--- src/rtl/sd_cmd_ctrl.sv ---
// SD SPI-mode command sequencer: shifts out the 6-byte command frame through the
// byte engine handshake, then polls with 0xFF until an R1 byte (bit 7 clear) or NCR_MAX polls.
module sd_cmd_ctrl #(
  parameter int NCR_MAX = 8,
  parameter int N       = 8
) (
  input  logic         clk,
  input  logic         reset,
  input  logic         start,
  input  logic [5:0]   cmd_index,
  input  logic [31:0]  cmd_arg,
  input  logic [6:0]   cmd_crc,
  output logic         busy,
  output logic         resp_valid,
  output logic         timeout,
  output logic [N-1:0] r1,
  output logic [N-1:0] spi_datain,
  output logic         spi_en,
  input  logic [N-1:0] spi_dataout,
  input  logic         spi_done
);

  // IDLE wait start | LOAD present byte | XFER en high | GAP wait done low | NEXT advance | DONE_* report
  typedef enum logic [2:0] {IDLE, LOAD, XFER, GAP, NEXT, DONE_OK, DONE_TO} state_t;

  localparam logic [7:0] POLL_LIM = 8'(NCR_MAX);

  state_t       state_q, state_d;
  logic [47:0]  frame_q, frame_d;
  logic [2:0]   byte_cnt_q, byte_cnt_d;
  logic [7:0]   poll_cnt_q, poll_cnt_d;
  logic         poll_phase_q, poll_phase_d;
  logic [N-1:0] rx_q, rx_d;
  logic [N-1:0] r1_q, r1_d;

  always_ff @(posedge clk) begin
    if (reset) begin
      state_q      <= IDLE;
      frame_q      <= '0;
      byte_cnt_q   <= '0;
      poll_cnt_q   <= '0;
      poll_phase_q <= 1'b1;
      rx_q         <= {N{1'b1}};
      r1_q         <= {N{1'b1}};
    end else begin
      state_q      <= state_d;
      frame_q      <= frame_d;
      byte_cnt_q   <= byte_cnt_d;
      poll_cnt_q   <= poll_cnt_d;
      poll_phase_q <= poll_phase_d;
      rx_q         <= rx_d;
      r1_q         <= r1_d;
    end
  end

  always_comb begin
    state_d      = state_q;
    frame_d      = frame_q;
    byte_cnt_d   = byte_cnt_q;
    poll_cnt_d   = poll_cnt_q;
    poll_phase_d = poll_phase_q;
    rx_d         = rx_q;
    r1_d         = r1_q;
    case (state_q)
      IDLE: begin
        if (start) begin
          frame_d      = {2'b01, cmd_index, cmd_arg, cmd_crc, 1'b1};
          byte_cnt_d   = '0;
          poll_cnt_d   = '0;
          poll_phase_d = 1'b0;
          r1_d         = {N{1'b1}};
          state_d      = LOAD;
        end
      end
      LOAD: state_d = XFER;
      XFER: begin
        if (spi_done) begin
          if (poll_phase_q) rx_d = spi_dataout;
          state_d = GAP;
        end
      end
      GAP: begin
        if (!spi_done) state_d = NEXT;
      end
      NEXT: begin
        if (!poll_phase_q) begin
          if (byte_cnt_q < 3'd5) begin
            frame_d    = {frame_q[39:0], 8'h00};
            byte_cnt_d = byte_cnt_q + 3'd1;
          end else begin
            poll_phase_d = 1'b1;
          end
          state_d = LOAD;
        end else if (!rx_q[N-1]) begin
          r1_d    = rx_q;
          state_d = DONE_OK;
        end else begin
          poll_cnt_d = poll_cnt_q + 8'd1;
          if (poll_cnt_q + 8'd1 == POLL_LIM) begin
            r1_d    = {N{1'b1}};
            state_d = DONE_TO;
          end else begin
            state_d = LOAD;
          end
        end
      end
      DONE_OK: state_d = IDLE;
      DONE_TO: state_d = IDLE;
      default: state_d = IDLE;
    endcase
  end

  // During polling (and when idle) the line carries 0xFF; otherwise the frame's top byte.
  assign spi_datain = poll_phase_q ? {N{1'b1}} : frame_q[47:40];
  assign spi_en     = (state_q == XFER);
  assign busy       = (state_q == LOAD) || (state_q == XFER) || (state_q == GAP) || (state_q == NEXT);
  assign resp_valid = (state_q == DONE_OK);
  assign timeout    = (state_q == DONE_TO);
  assign r1         = r1_q;

endmodule

--- config.mk ---
export PLATFORM = sky130hd
export DESIGN_NAME = sd_cmd_ctrl
export DESIGN_NICKNAME = d
export VERILOG_FILES = /design/src/rtl/sd_cmd_ctrl.sv
export SDC_FILE = /design/constraint.sdc
export NUM_CORES = 1
export LEC_CHECK = 0
export BUFFER_PORTS_ARGS = -buffer_cell sky130_fd_sc_hd__clkbuf_2
export CAP_MARGIN = 20
export CELL_PAD_IN_SITES_DETAIL_PLACEMENT = 1
export CELL_PAD_IN_SITES_GLOBAL_PLACEMENT = 1
export CORE_MARGIN = 2
export CORE_UTILIZATION = 40
export CTS_CLUSTER_DIAMETER = 40
export DETAILED_ROUTE_END_ITERATION = 12
export HOLD_SLACK_MARGIN = 0.12
export PLACE_DENSITY = 0.8
export SYNTH_ARGS = -nofsm -noshare
export SYNTH_HDL_FRONTEND = slang
export SYNTH_SLANG_ARGS = --single-unit
--- constraint.sdc ---
create_clock -name clk -period 2.3 [get_ports clk]
set_input_delay 0.115 -clock clk [delete_from_list [all_inputs] [get_ports clk]]
set_output_delay 0.115 -clock clk [all_outputs]
set_load 0.01 [all_outputs]
==> results of run 1 <==
-- area by class of cell --
class | instances | area share (%)
Clock buffer | 11 | 2.71
Clock inverter | 5 | 1.21
Inverter | 3 | 0.232
Multi-Input combinational cell | 332 | 39.3
Sequential cell | 79 | 32.6
Tap cell | 111 | 2.86
Timing Repair Buffer | 142 | 21.0
-- flip-flops by register name (all words and copies together), names as in the netlist --
name / cells
byte_cnt_q: 3
frame_q: 48
poll_cnt_q: 8
poll_phase_q: 1
r1: 8
rx_q: 8
state_q: 3
-- metal layers --
layer / track usage [%] / up-vias
li1: - / 1873
met1: 30.5 / 1839
met2: 41.4 / 103
met3: 2.99 / 22
met4: 9.27 / 0
met5: 0 / -
-- final timing paths --
kind	startpoint	to	slack [ns]	cells past startpoint
max	state_q[1]$_SDFFE_PP0P_	r1[6]$_SDFFE_PP1P_	0.20	4
min	reset	frame_q[41]$_SDFFE_PP0P_	0.13	2
max reg2reg	state_q[1]$_SDFFE_PP0P_	r1[6]$_SDFFE_PP1P_	0.20	4
min reg2reg	frame_q[36]$_SDFFE_PP0P_	frame_q[44]$_SDFFE_PP0P_	0.48	2
-- what timing repair did --
item                                   CTS  global route
hold buffers                            53             0
endpoints found under the hold margin   53             0
resized for setup                        0             1
setup endpoints to repair                0             1
-- through the flow --
step | cell area, um^2 | std cells | setup slack, ns | utilization (%)
global placement | 4130 | 614 | 0.382 | 45.4
floorplan | 3710 | 455 | 0.701 | -
CTS | 4850 | 683 | 0.226 | 53.3
detailed placement | 4130 | 614 | 0.242 | 45.4
finish | 4850 | 683 | 0.198 | 53.3
global route | 4850 | 683 | 0.0198 | 53.3
-- report_power, final --
part           total [mW]  leakage, nW  switching, mW  internal, mW
registers            1.54        0.649         0.0733          1.47
logic               0.552         1.21          0.300         0.252
clock network        1.02       0.0895          0.521         0.503
-- cell families after synthesis --
family	after synthesis	share of synthesized area [%]
xor gates and xnor gates	3	0.709
adders and majority gates	2	0.675
and+or+nand+nor	184	23.5
AOI/OAI and AO/OA	142	25.8
buffers and inverters	44	6.04
DFF	79	42.7
muxes	1	0.608
-- Yosys cell counts, types with 7 or more instances --
library cell  count
clkbuf_1         22
nand2_1         115
o32ai_1           7
a2111oi_0         7
a311oi_1         38
nand3_1          18
nor2_1           14
buf_4             7
o21ai_0          16
a21oi_1          55
dfxtp_1          79
or2_2             9
buf_2             8
==> run_results.csv, run 1 <==
group,metric,value,unit
routing,num_vias,3837,
floorplanning,die_y,100,um
final_layout,syn_to_final_growth,31.0,%
floorplanning,die-area,10100,um^2
worst_setup_path,critPathKind,"flip-flop to flip-flop",
final_layout,fin_nets,626,
timing,tightest_slew,0.675,ns
grt,grt_pass1_vias,3937,
placement,dp_hpwl,7.12,mm
logic_synthesis,synth.distinct_cells,53,
final_layout,fillers,1099,
pwr,powerDensity,642,nW/um^2
placement,place_congestion,0.773,
routing,vias_per_cell,5.62,
routing,ant_nets,0,
grt,antenna_found_initial,0,
cts,cts_tree,"built",
pwr,power.total,3.12,mW
cts,insertion_delay,0.35,ns
cts,htreeDepth,3,
logic_synthesis,syn_nets,514,
cts,cts.path.max_buffers,2,
cts,cts.sinks,79,
timing,finalSetupTns,0,ns
pwr,p_leak,1.95,nW
timing,hold_viol_final,0,
logic_synthesis,synth_area,3710,um^2
final_layout,layout_commonest_cell,"nand2_1",
pwr,ir_drop,257,uV
timing,maxSlewHeadroom,55.0,%
logic_synthesis,ys_seq_area_share,42.7,%
run,max_cap_viol_count,0,
placement,port-buffer-count,76,
routing,met1_length,5.22,mm
logic_synthesis,syn-instance-count,455,
floorplanning,initial_utilization,40.7,%
logic_synthesis,ys_ff_latch,79,
routing,wl_met3,398,um
cts,post-cts-setup-buffers,0,
worst_setup_path,cp-end-kind,"flip-flop",
grt,grt_remaining_overflow,0,
logic_synthesis,yosysTopAreaCell,"dfxtp_1",
cts,cts-root-buf,"clkbuf_8",
grt,grt_pass1_wl,19.3,mm
timing,rsz0062_at_grt,"false",
timing,fmaxAchievable,476,MHz
grt,grt_usage,24.0,%
routing,routed-wl-met2,5.83,mm
worst_setup_path,critPathMaxFanout,21,
timing,min_period,2.10,ns
floorplanning,ios,77,
logic_synthesis,yosysWarnings,0,
worst_setup_path,critPathRequiredTime,2.53,ns
logic_synthesis,async_flop_share,0,%
timing,setup_viol,0,
floorplanning,core,9110,um^2
grt,grt_max_degree,47,
final_layout,regArea,1580,um^2
timing,period_share,91.4,%
timing,skew,0.0106,ns
min_path,min-delay-path-class,"input pin to flip-flop",
worst_setup_path,cp_data_arrival_time,2.33,ns
final_layout,layout_common_cells,"nand2_1, dfxtp_1, clkbuf_2",
routing,routed_wl,11.7,mm
routing,top_layer_used,"met4",
worst_setup_path,crit_buf_inv,0,
cts,clkSlewWorstSetupHoldPaths,0.09,ns
worst_setup_path,slowest_stage,"dfxtp_1",
routing,drc,0,
logic_synthesis,synth_edf_count,0,
routing,first_pass_iters,4,
timing,slew_violations,0,
cts,cts_buffers,9,
final_layout,diodes,0,
logic_synthesis,ys.flop_type,"dfxtp_1",
timing,fin_hold_ws,0.132,ns
worst_setup_path,max_stage_delay,0.70,ns
final_layout,drive_gt1_share,21.5,%
worst_setup_path,worstPathCellList,"nor4b_4, or2_1, a2111oi_0, nor2_1",
logic_synthesis,synth.top_cells.by_area,"dfxtp_1, nand2_1, a311oi_1",
logic_synthesis,syn_avg_cell_area,8.15,um^2
routing,drtIter0Drc,148,
floorplanning,std_cell_rows,35,
floorplanning,die_w,100,um
logic_synthesis,synth_top_area_share,42.7,%
run_status,status,"finished, final reports clean",
routing,avgRoutedWirePerCell,17.2,um
worst_setup_path,cp_top_family,"flip-flops",
worst_setup_path,worstSetupStartpointType,"flip-flop",
final_layout,multi_input_area,1910,um^2
Note: power is estimated with default switching activity, not from simulation.
==> inputs of run 2 (changes only) <==
==> constraint.sdc (replaced) <==
create_clock -name clk -period 2.3 [get_ports clk]
set_input_delay 0.46 -clock clk [delete_from_list [all_inputs] [get_ports clk]]
set_output_delay 0.46 -clock clk [all_outputs]
set_load 0.01 [all_outputs]
==> run 2 against run 1 <==
- hold slack improved by 0.18 ns
- final area decreased by 10%
- combinational power decreased by 15%
- setup slack improved by 0.026 ns
- total power increased by 4.6%
- non-clock buffer count decreased by 54
- largest cell class unchanged
- global-route usage decreased by 2.0 points
- clock skew decreased by 0.0046 ns
- clock power increased by 22%
- utilization decreased by 5.4 points
- sequential power about the same
- highest routed layer unchanged
==> run_results.csv, run 2 (synthesized netlist as in run 1, its figures left out) <==
group,metric,value,unit
run_status,status,"finished, final reports clean",
timing,rsz0062_at_grt,"false",
worst_setup_path,cp_data_arrival_time,1.62,ns
final_layout,fillers,1151,
grt,grt_remaining_overflow,0,
placement,port-buffer-count,76,
final_layout,syn_to_final_growth,17.6,%
grt,grt_usage,22.0,%
pwr,intPower,2.40,mW
timing,period_share,90.3,%
floorplanning,std_cell_rows,35,
grt,antenna_found_initial,0,
min_path,min-delay-path-class,"input pin to flip-flop",
cts,cts-hold-fix-buffers,0,
timing,hold_viol_final,0,
final_layout,largest-register,"frame_q",
pwr,power_frac_comb,14.4,%
cts,cts.sinks,79,
worst_setup_path,r2r_slack,0.24,ns
routing,ant_nets,0,
pwr,pwr-share-clk,38.1,%
routing,routed_wl,10.7,mm
worst_setup_path,critPathMaxFanout,12,
final_layout,stdcell_area,4360,um^2
floorplanning,die_w,100,um
worst_setup_path,slowest_stage,"dfxtp_1",
timing,maxSlewHeadroom,53.5,%
timing,fmaxAchievable,482,MHz
worst_setup_path,worstReg2RegEnd,"r1[3]$_SDFFE_PP1P_",
final_layout,final_util,47.8,%
cts,cts_buffers,9,
grt,grt_max_degree,57,
grt,grt_pass1_vias,3603,
floorplanning,die-area,10100,um^2
final_layout,fin_nets,572,
worst_setup_path,worstSetupStartpointType,"flip-flop",
final_layout,layout_common_cells,"nand2_1, dfxtp_1, clkbuf_2",
timing,finalSetupTns,0,ns
pwr,seqPwrFrac,47.5,%
placement,place_congestion,0.810,
grt,grt_pass1_wl,17.8,mm
final_layout,regArea,1580,um^2
run,max_cap_viol_count,0,
worst_setup_path,worstPathCellList,"nor2_4, xnor2_1, clkbuf_2",
routing,drc,0,
pwr,p_sw_share,26.4,%
placement,place_area,4120,um^2
final_layout,layout_commonest_cell,"nand2_1",
timing,setup_viol,0,
routing,num_vias,3621,
floorplanning,ios,77,
floorplanning,initial_utilization,40.7,%
cts,cts_tree,"built",
cts,cts-root-buf,"clkbuf_8",
pwr,p_sw,0.862,mW
worst_setup_path,r2r-start,"state_q[0]$_SDFFE_PP0P_",
cts,htreeDepth,3,
routing,first_pass_iters,4,
worst_setup_path,critPathCapture,"busy",
final_layout,drive_gt1_share,23.6,%
worst_setup_path,cp-end-kind,"output port",
final_layout,diodes,0,
pwr,ir_drop,296,uV
cts,post-cts-setup-buffers,0,
pwr,p_leak,1.75,nW
timing,min_period,2.08,ns
worst_setup_path,critPathKind,"flip-flop to output port",
placement,dp_hpwl,7.09,mm
worst_setup_path,critPathRequiredTime,1.84,ns
timing,skew,0.00597,ns
routing,vias_per_cell,5.78,
pwr,powerDensity,748,nW/um^2
worst_setup_path,max_stage_delay,0.75,ns
worst_setup_path,crit_path_start,"state_q[0]$_SDFFE_PP0P_",
worst_setup_path,reg2regPathDepth,4,
timing,tightest_slew,0.697,ns
final_layout,largest_reg_flops,48,
floorplanning,core,9110,um^2
final_layout,multi_input_area,1910,um^2
timing,slew_violations,0,
routing,drtIter0Drc,118,
routing,avgRoutedWirePerCell,17.0,um
floorplanning,die_y,100,um
cts,clkSlewWorstSetupHoldPaths,0.08,ns
cts,cts.path.max_buffers,2,
cts,insertion_delay,0.35,ns
## run 2: cell count changes in the layout (fill, tap and decap cells not counted), sizes merged
cell         change
buf              -1
dlygate4sd3     -53
bufinv           +2
clkbuf           -1
clkinv           -1
clkinvlp         -2
## run 2: area by class of cell
| type | count | area share (%) |
|---|---|---|
| Inverter | 3 | 0.258 |
| Sequential cell | 79 | 36.3 |
| Clock inverter | 4 | 2.18 |
| Timing Repair Buffer | 88 | 11.1 |
| Multi-Input combinational cell | 332 | 43.8 |
| Tap cell | 111 | 3.19 |
| Clock buffer | 10 | 3.16 |
## run 2: repair_timing
item / 4_1_cts / 5_1_grt
endpoints found under the setup margin: 0 / 2
endpoints found under the hold margin: 0 / 0
resized for setup: 0 / 1
## run 2: how the worst min path moves through the flow
| stage | slack, ns | end | from | cells after the start |
|---|---|---|---|---|
| detailed placement | 0.47 | rx_q[6]$_SDFFE_PP1P_ | rx_q[6]$_SDFFE_PP1P_ | 2 |
| global placement | 0.46 | frame_q[0]$_SDFFE_PP0P_ | frame_q[0]$_SDFFE_PP0P_ | 2 |
| CTS | 0.31 | rx_q[1]$_SDFFE_PP1P_ | spi_dataout[1] | 3 |
| finish | 0.31 | rx_q[2]$_SDFFE_PP1P_ | spi_dataout[2] | 3 |
| floorplan | 0.44 | rx_q[0]$_SDFFE_PP1P_ | rx_q[0]$_SDFFE_PP1P_ | 2 |
| global route | 0.32 | rx_q[4]$_SDFFE_PP1P_ | spi_dataout[4] | 3 |
## run 2: per-layer routing
layer	share of wire (%)	routed length (um)	track usage [%]
met5	0	0	0
met4	1.0	110	7.38
met3	4.0	427	2.99
met2	49	5230	35.8
met1	46	4920	30.0
## run 2: stage by stage
step	total power, mW	setup slack [ns]	hold slack, ns	instances
after floorplan	1.88	0.665	0.442	455
after global placement	2.03	0.360	0.463	613
after detailed placement	2.04	0.256	0.468	613
after CTS	3.29	0.190	0.305	627
after global routing	3.41	0.0102	0.316	627
final	3.26	0.224	0.310	627
## run 2: power groups by stage
| stage | clock (mW) | combinational, mW | sequential [mW] |
|---|---|---|---|
| after floorplan | 0 | 0.339 | 1.54 |
| after global placement | 0 | 0.452 | 1.57 |
| after detailed placement | 0 | 0.465 | 1.58 |
| after CTS | 1.27 | 0.471 | 1.55 |
| after global routing | 1.32 | 0.525 | 1.57 |
| final | 1.24 | 0.469 | 1.55 |
## run 2: critical path: cells and delay by family, from the launching register on
kind                      cells  cell delay, ns
buffers and inverters         1            0.16
xor gates and xnor gates      1            0.19
and+or+nand+nor               1            0.17
DFF                           1            0.75
